File: config.mk
export PLATFORM = sky130hd
export DESIGN_NAME = ms_bcd_counter_flat
export DESIGN_NICKNAME = d
export VERILOG_FILES = /design/src/rtl/ms_bcd_counter_if.sv /design/src/rtl/ms_bcd_counter.sv /design/src/flat_wrapper.sv
export SDC_FILE = /design/constraint.sdc
export NUM_CORES = 1
export LEC_CHECK = 0
export CAP_MARGIN = 20
export CORE_ASPECT_RATIO = 0.7
export CORE_MARGIN = 2
export CORE_UTILIZATION = 35
export CTS_CLUSTER_SIZE = 28
export DETAILED_ROUTE_END_ITERATION = 6
export HOLD_SLACK_MARGIN = 0.15
export PLACE_DENSITY = 0.66
export SLEW_MARGIN = 40
export SYNTH_ARGS = -nofsm -noshare
export SYNTH_HDL_FRONTEND = slang
export SYNTH_SLANG_ARGS = --single-unit
File: constraint.sdc
create_clock -name clk -period 1.8 [get_ports clk]
set_input_delay 0.18 -clock clk [delete_from_list [all_inputs] [get_ports clk]]
set_output_delay 0.18 -clock clk [all_outputs]
set_load 0.02 [all_outputs]
File: src/rtl/ms_bcd_counter_if.sv
// Command and result bundle between the reaction-timer control logic and the
// millisecond BCD counter; the counter sits on the slave side.
interface ms_bcd_counter_if #(
    parameter int DIGITS = 4
);
    logic                  tick_in;
    logic                  start;
    logic                  stop;
    logic                  clear;
    logic [4*DIGITS-1:0]   bcd_out;
    logic                  running;
    logic                  overflow;
    logic                  done;

    modport master (
        output tick_in, start, stop, clear,
        input  bcd_out, running, overflow, done
    );

    modport slave (
        input  tick_in, start, stop, clear,
        output bcd_out, running, overflow, done
    );
endinterface

File: src/rtl/ms_bcd_counter.sv
// Millisecond reaction-time counter: counts 1 kHz ticks in packed BCD between
// start and stop, saturates at all-nines and flags overflow.
module ms_bcd_counter #(
    parameter int DIGITS = 4
) (
    input logic              clk,
    input logic              rst_n,
    ms_bcd_counter_if.slave  bus
);
    localparam int W = 4 * DIGITS;

    typedef enum logic [1:0] {IDLE, RUN, HOLD} state_e;

    state_e         state_q;
    logic [W-1:0]   bcd_q;
    logic [W-1:0]   bcd_d;
    logic           full_d;
    logic           running_q;
    logic           overflow_q;
    logic           done_q;

    // Ripple increment across every digit in a single cycle.
    function automatic logic [W-1:0] bcd_incr(input logic [W-1:0] v);
        logic [W-1:0] r;
        logic         carry;
        r     = v;
        carry = 1'b1;
        for (int i = 0; i < DIGITS; i++) begin
            if (carry) begin
                if (v[4*i +: 4] == 4'd9) begin
                    r[4*i +: 4] = 4'd0;
                end else begin
                    r[4*i +: 4] = v[4*i +: 4] + 4'd1;
                    carry       = 1'b0;
                end
            end
        end
        return r;
    endfunction

    function automatic logic is_full(input logic [W-1:0] v);
        logic f;
        f = 1'b1;
        for (int i = 0; i < DIGITS; i++) begin
            if (v[4*i +: 4] != 4'd9) f = 1'b0;
        end
        return f;
    endfunction

    always_comb begin
        bcd_d  = bcd_incr(bcd_q);
        full_d = is_full(bcd_q);
    end

    always_ff @(posedge clk or negedge rst_n) begin
        if (!rst_n) begin
            state_q    <= IDLE;
            bcd_q      <= '0;
            running_q  <= 1'b0;
            overflow_q <= 1'b0;
            done_q     <= 1'b0;
        end else begin
            done_q <= 1'b0;
            case (state_q)
                IDLE: begin
                    // A tick coinciding with start is deliberately not counted.
                    if (!bus.clear && bus.start) begin
                        state_q    <= RUN;
                        running_q  <= 1'b1;
                        bcd_q      <= '0;
                        overflow_q <= 1'b0;
                    end
                end
                RUN: begin
                    if (bus.clear) begin
                        state_q    <= IDLE;
                        running_q  <= 1'b0;
                        bcd_q      <= '0;
                        overflow_q <= 1'b0;
                    end else if (bus.stop) begin
                        state_q   <= HOLD;
                        running_q <= 1'b0;
                        done_q    <= 1'b1;
                    end else if (bus.tick_in) begin
                        if (full_d) overflow_q <= 1'b1;
                        else        bcd_q      <= bcd_d;
                    end
                end
                HOLD: begin
                    if (bus.clear) begin
                        state_q    <= IDLE;
                        bcd_q      <= '0;
                        overflow_q <= 1'b0;
                    end else if (bus.start) begin
                        state_q    <= RUN;
                        running_q  <= 1'b1;
                        bcd_q      <= '0;
                        overflow_q <= 1'b0;
                    end
                end
                default: begin
                    state_q   <= IDLE;
                    running_q <= 1'b0;
                end
            endcase
        end
    end

    assign bus.bcd_out  = bcd_q;
    assign bus.running  = running_q;
    assign bus.overflow = overflow_q;
    assign bus.done     = done_q;
endmodule
File: src/flat_wrapper.sv
// flat-port wrapper written by rule: the top's interface ports become plain ports
module ms_bcd_counter_flat 
#(
    parameter int DIGITS = 4
)
  (clk, rst_n, bus_tick_in, bus_start, bus_stop, bus_clear, bus_bcd_out, bus_running, bus_overflow, bus_done);
  ms_bcd_counter_if #(.DIGITS(DIGITS)) bus_i ();
  input logic clk;
  input logic rst_n;
  input wire logic [$bits(bus_i.tick_in)-1:0] bus_tick_in;
  input wire logic [$bits(bus_i.start)-1:0] bus_start;
  input wire logic [$bits(bus_i.stop)-1:0] bus_stop;
  input wire logic [$bits(bus_i.clear)-1:0] bus_clear;
  output wire logic [$bits(bus_i.bcd_out)-1:0] bus_bcd_out;
  output wire logic [$bits(bus_i.running)-1:0] bus_running;
  output wire logic [$bits(bus_i.overflow)-1:0] bus_overflow;
  output wire logic [$bits(bus_i.done)-1:0] bus_done;
  assign bus_i.tick_in = bus_tick_in;
  assign bus_i.start = bus_start;
  assign bus_i.stop = bus_stop;
  assign bus_i.clear = bus_clear;
  assign bus_bcd_out = bus_i.bcd_out;
  assign bus_running = bus_i.running;
  assign bus_overflow = bus_i.overflow;
  assign bus_done = bus_i.done;
  ms_bcd_counter #(.DIGITS(DIGITS)) u_core (.clk(clk), .rst_n(rst_n), .bus(bus_i));
endmodule
=== Word level (Yosys, flattened, before mapping) ===
Index checks and enable logic that the tools add are counted.
W data, S select, Z words.

* Flip-flop bits (word level): 21
* Bits of input ports: 6
* Output and inout bits: 19
* Logic and storage cells: 92

* Add/sub/neg operators: 4
* Equality and inequality tests: 22
* Muxes and demuxes: 47
* Reduce and logical (&&, ||, !) cells: 11

{| class="wikitable"
|+ Operator list
! operator !! count
|-
| $mux W16 || 7
|-
| $pmux W16 S3 || 1
|-
| $mux W4 || 7
|-
| $mux W1 || 24
|-
| $reduce_and A7 Y1 || 3
|-
| $add A4 B1 Y4 const B || 4
|-
| $eq A4 B4 Y1 const B || 4
|-
| $ne A4 B4 Y1 const B || 4
|-
| $ne A3 B3 Y1 const B || 5
|-
| $ne A3 B2 Y1 const B || 4
|-
| $reduce_and A6 Y1 || 2
|-
| $mux W2 || 5
|-
| $pmux W1 S3 || 2
|-
| $pmux W2 S3 || 1
|-
| $ne A2 B2 Y1 const B || 2
|-
| $reduce_and A4 Y1 || 1
|-
| $reduce_and A3 Y1 || 1
|-
| $reduce_bool A3 Y1 || 1
|-
| $eq A2 B1 Y1 const B || 1
|-
| $eq A2 B2 Y1 const B || 1
|-
| $logic_not A2 Y1 || 1
|-
| $ne A2 B1 Y1 const B || 1
|-
| $logic_and A1 B1 Y1 || 1
|-
| $logic_not A1 Y1 || 1
|}

=== Logic depth before layout (Yosys ltp) ===
* Depth after elaboration: 10
* Mapped depth: 8
* Mapped depth without buffers: 7

=== Least setup slack after synthesis ===
OpenSTA, ideal clock, no wires.

* Kind: reg2reg
* Start: register u_core.bcd_q[13] (netlist: u_core.bus.bcd_out[13])
* End: register u_core.bcd_q[14] (netlist: u_core.bus.bcd_out[14])
* Setup time: 0.121 ns
* Data arrival time: 1.732 ns
* Required time: 1.679 ns
* Setup slack: -0.053 ns
* Stages on the path, launching flop included: 9
* Path buffers: 1
* Clock period less this slack: 1.853 ns
* Path through: dfrtp_1 > inv_1 > ha_1 > and3b_1 > buf_6 > nor4_4 > o22a_2 > o21ai_2 > a22o_1

* Word-level cells in the longest chain between the ends: 8
* Elaborated cells on any way between the ends: 13
* Classes of those cells: 1 x add/sub; 3 x eq/ne; 8 x mux; 1 x reduce/logical

{| class="wikitable"
|+ RTL lines
! item !! line !! text
|-
| start, declared || ms_bcd_counter.sv:15 || <nowiki>logic [W-1:0] bcd_q;</nowiki>
|-
| start signal, assigned || ms_bcd_counter.sv:58 || <nowiki>bcd_q <= '0;</nowiki>
|-
| start signal, assigned || ms_bcd_counter.sv:70 || <nowiki>bcd_q <= '0;</nowiki>
|-
| start signal, assigned || ms_bcd_counter.sv:78 || <nowiki>bcd_q <= '0;</nowiki>
|-
| $add A4 B1 Y4 or $eq A4 B4 Y1 (tied branches) || ms_bcd_counter.sv:33, ms_bcd_counter.sv:30 ||
|-
| $mux W4 || ms_bcd_counter.sv:30 || <nowiki>if (v[4*i +: 4] == 4'd9) begin</nowiki>
|-
| $mux W4 || ms_bcd_counter.sv:29 || <nowiki>if (carry) begin</nowiki>
|-
| $mux W16 || ms_bcd_counter.sv:85 || <nowiki>if (full_d) overflow_q <= 1'b1;</nowiki>
|-
| $mux W16 || ms_bcd_counter.sv:84 || <nowiki>end else if (bus.tick_in) begin</nowiki>
|-
| $mux W16 || ms_bcd_counter.sv:80 || <nowiki>end else if (bus.stop) begin</nowiki>
|-
| $mux W16 || ms_bcd_counter.sv:75 || <nowiki>if (bus.clear) begin</nowiki>
|-
| $pmux W16 S3 || ms_bcd_counter.sv:64 || <nowiki>case (state_q)</nowiki>
|}

Parallel ways exist; a longest one is shown, timed or not. The select of a mux whose other input is x is not followed.
A chain may end at the register's enable or synchronous reset.

=== Final worst setup path ===
* Start: register u_core.bcd_q[9] (netlist: u_core.bus.bcd_out[9])
* End: register u_core.bcd_q[14] (netlist: u_core.bus.bcd_out[14])

* Word-level cells in the longest chain between the ends: 5
* Elaborated cells on any way between the ends: 9
* Classes of those cells: 4 x eq/ne; 4 x mux; 1 x reduce/logical

{| class="wikitable"
|+ RTL lines
! item !! line
|-
| $ne A4 B4 Y1 or $eq A4 B4 Y1 (tied branches) || ms_bcd_counter.sv:45, ms_bcd_counter.sv:30
|-
| $mux W1, on equally long branches || ms_bcd_counter.sv:45, ms_bcd_counter.sv:30
|-
| $mux W1, on equally long branches || ms_bcd_counter.sv:45, ms_bcd_counter.sv:29
|-
| $ne A3 B3 Y1 (no source line) or $ne A3 B2 Y1 (tied branches) || n/a
|-
| $reduce_and A7 Y1 (no source line) * || n/a
|}

Mark *: on every way between the ends. The rest lies on a longest branch, timed or not.

==> results_dict.tcl <==
set metrics [dict create \
    hold_class "in2async" \
    reg2reg_from "u_core.bus.bcd_out[9]" \
    ys_types 42 \
    grt_max_degree 22 \
    syn-cell-area_um2 1290 \
    regArea_um2 528 \
    endpoint_kind "flop" \
    cts_num_sinks 21 \
    max_freq_ghz 0.573 \
    synth_edf_count 0 \
    port_buffers 24 \
    grt-ovfl-total 0 \
    area_growth_pct 40.1 \
    final_cells 227 \
    status "finished, final reports clean" \
    setup_viol 0 \
    ios 25 \
    yosys.area.top_type_share 0.408 \
    fp.dieW_um 76.5 \
    slew_headroom 0.722 \
    p_sw_uw 268 \
    post_drt_wl_per_cell_um 13.4 \
    rsz0062_at_grt "yes" \
    dieHeight_um 54.8 \
    synth_area_leaders "dfrtp_1, ha_1, mux2i_1" \
    die_area_um2 4190 \
    via_per_inst 5.10 \
    place_congestion 0.828 \
    clock_latency_ns 0.27 \
    grt_pass1_wl_mm 5.06 \
    period_minus_slack_ns 1.74 \
    fin_total_pwr_uw 995 \
    avgSynthCellArea_um2 9.84 \
    rrSetupSlack_ns 0.06 \
    synth_ff_type "dfrtp_1" \
    p_clk_frac 0.314 \
    worst_pin_slew_ns 0.417 \
    total_leakage_power_nw 0.846 \
    place_inst 219 \
    finalMaxSlewViolations 0 \
    synth_area_leader_cell "dfrtp_1" \
    sequentialPowerShare 0.499 \
    yosys_register_bits 21 \
    finClkSkew_ns 0.00767 \
    drt-initial-drc-count 71 \
    crit_type "reg2reg" \
    drc 0 \
    htree_num_levels 1 \
    arrival_ns 1.91 \
    dp_hpwl_mm 2.30 \
    async_reset_ff_frac 1.00 \
    antenna_found_initial 0 \
    grt_pass1_vias 1072 \
    yosysWarnings 0 \
    synth-seq-area-share 0.408 \
    multi_input_area_um2 741 \
    netlist_instances 131 \
    grt_use_total 0.159 \
    r2r-end "u_core.bus.bcd_out[14]" \
    vias 1157 \
    power_frac_comb 0.187 \
    tritoncts "built" \
    cp_max_fo 3 \
    worstRegToRegCells 7 \
    routed_wl_mm 3.03 \
    cp-start-kind "flop" \
    worstPathRequired_ns 1.96 \
    n_antenna_cell 0 \
    synth_nets 145 \
    path_clk_slew_ns 0.08 \
    numCtsBuffers 3 \
    internal-power_uw 727 \
    rows 18 \
    post-route-period-util 0.969 \
    p_per_area_nw_per_um2 551 \
    layout-drive-gt1-share 0.266 \
    final_nets 192 \
    hold_viol_final 0 \
    vdd_ir_drop_max_uv 264 \
    core_um2 3540 \
    cts_buffer_depth 2 \
    fillers 341 \
    power.share.switching 0.269 \
    ant_nets 0 \
    maxCapViolations 0 \
    initial_core_util 0.364 \
    cts-root-buf "clkbuf_8" \
    first_pass_iters 4 \
]
layer usage:
layer | global-route usage | routed length, µm | vias up
met3 | 0.0446 | 129 | 5
li1 | - | - | 577
met4 | 0.0606 | 35 | 0
met2 | 0.249 | 1300 | 23
met1 | 0.213 | 1570 | 552
met5 | 0 | 0 | -
synth_stat cells, types with 3 or more instances:
| cell type | number |
|---|---|
| nor3_1 | 3 |
| a21oi_1 | 6 |
| o41ai_1 | 4 |
| o31ai_1 | 4 |
| o21ai_0 | 10 |
| ha_1 | 8 |
| nand2_1 | 11 |
| inv_1 | 7 |
| dfrtp_1 | 21 |
| nor2_1 | 9 |
| nand3_1 | 5 |
| mux2i_1 | 5 |
| or2_2 | 3 |
registers in the layout, indices dropped and copies added (netlist names):
signal / flops
u_core.bus.overflow: 1
u_core.bus.bcd_out: 16
u_core.bus.running: 1
u_core.state_q: 2
u_core.bus.done: 1
timing repair:
item                       in CTS  in global routing
hold buffers                    0                  0
setup buffers                   1                  3
pin swaps                       0                  3
gates resized for setup         1                 11
setup endpoints to repair       2                 14
worst max-delay path by stage:
| stage | start | end | slack [ns] |
|---|---|---|---|
| 2_1_floorplan | u_core.bus.bcd_out[12] | u_core.bus.bcd_out[14] | 0.01 |
| 3_3_place_gp | bus_clear | u_core.bus.bcd_out[11] | 0.007 |
| 3_5_place_dp | u_core.bus.bcd_out[5] | u_core.bus.bcd_out[14] | -0.03 |
| 4_1_cts | u_core.bus.bcd_out[13] | u_core.bus.bcd_out[11] | 0.03 |
| 5_1_grt | u_core.bus.bcd_out[9] | u_core.bus.bcd_out[12] | -0.01 |
| 6_report | u_core.bus.bcd_out[9] | u_core.bus.bcd_out[14] | 0.06 |
logic make-up after synthesis:
family | count (synthesis) | share of synthesized area
muxes | 5 | 0.0388
buffers and inverters | 10 | 0.0369
AOI/OAI and AO/OA | 35 | 0.180
adders and majority gates | 8 | 0.0777
DFF | 21 | 0.408
and+or+nand+nor | 51 | 0.252
xor gates and xnor gates | 1 | 0.00680
layout by cell type, fill, tap and decap left out, drive strengths merged, types with 5 or more instances in the layout:
cell            n
ha              8
dfrtp          21
a21oi           7
clkdlybuf4s50  24
buf            21
nand2          11
nor2           10
nand3           5
inv             7
o21ai          11
mux2i           5
power by group through the flow:
stage               registers [mW]  clock network (mW)  logic, mW
finish                       0.496               0.312      0.186
CTS                          0.496               0.330      0.182
global route                 0.498               0.346      0.206
global placement             0.505                   0      0.175
floorplan                    0.522                   0     0.0716
detailed placement           0.506                   0      0.177
cell type report:
| class | instances | share of cell area |
|---|---|---|
| tap | 50 | 0.0347 |
| clock inverter | 1 | 0.00277 |
| timing repair buffer | 45 | 0.222 |
| sequential | 21 | 0.292 |
| multi-input combinational | 100 | 0.410 |
| inverter | 7 | 0.0146 |
| clock buffer | 3 | 0.0229 |
worst max-delay path, stage by stage, from the launching register on:
cell      delay, ns
dfrtp_1        0.38
inv_1          0.06
ha_1           0.15
nand3b_1       0.18
nor4_4         0.38
o22a_2         0.24
o21ai_2        0.05
a22o_1         0.21
stage by stage:
stage / hold WS [ns] / utilization / TNS [ns] / cell area [µm²] / setup WS [ns]
6_report: 0.260 / 0.511 / 0 / 1810 / 0.0562
3_3_place_gp: 0.507 / 0.481 / 0 / 1700 / 0.00680
5_1_grt: 0.296 / 0.511 / -0.0191 / 1810 / -0.0109
2_1_floorplan: -0.116 / - / 0 / 1290 / 0.0131
4_1_cts: 0.266 / 0.498 / 0 / 1760 / 0.0315
3_5_place_dp: 0.507 / 0.481 / -0.0712 / 1700 / -0.0275
No activity file was read; power rests on OpenSTA's default activity.
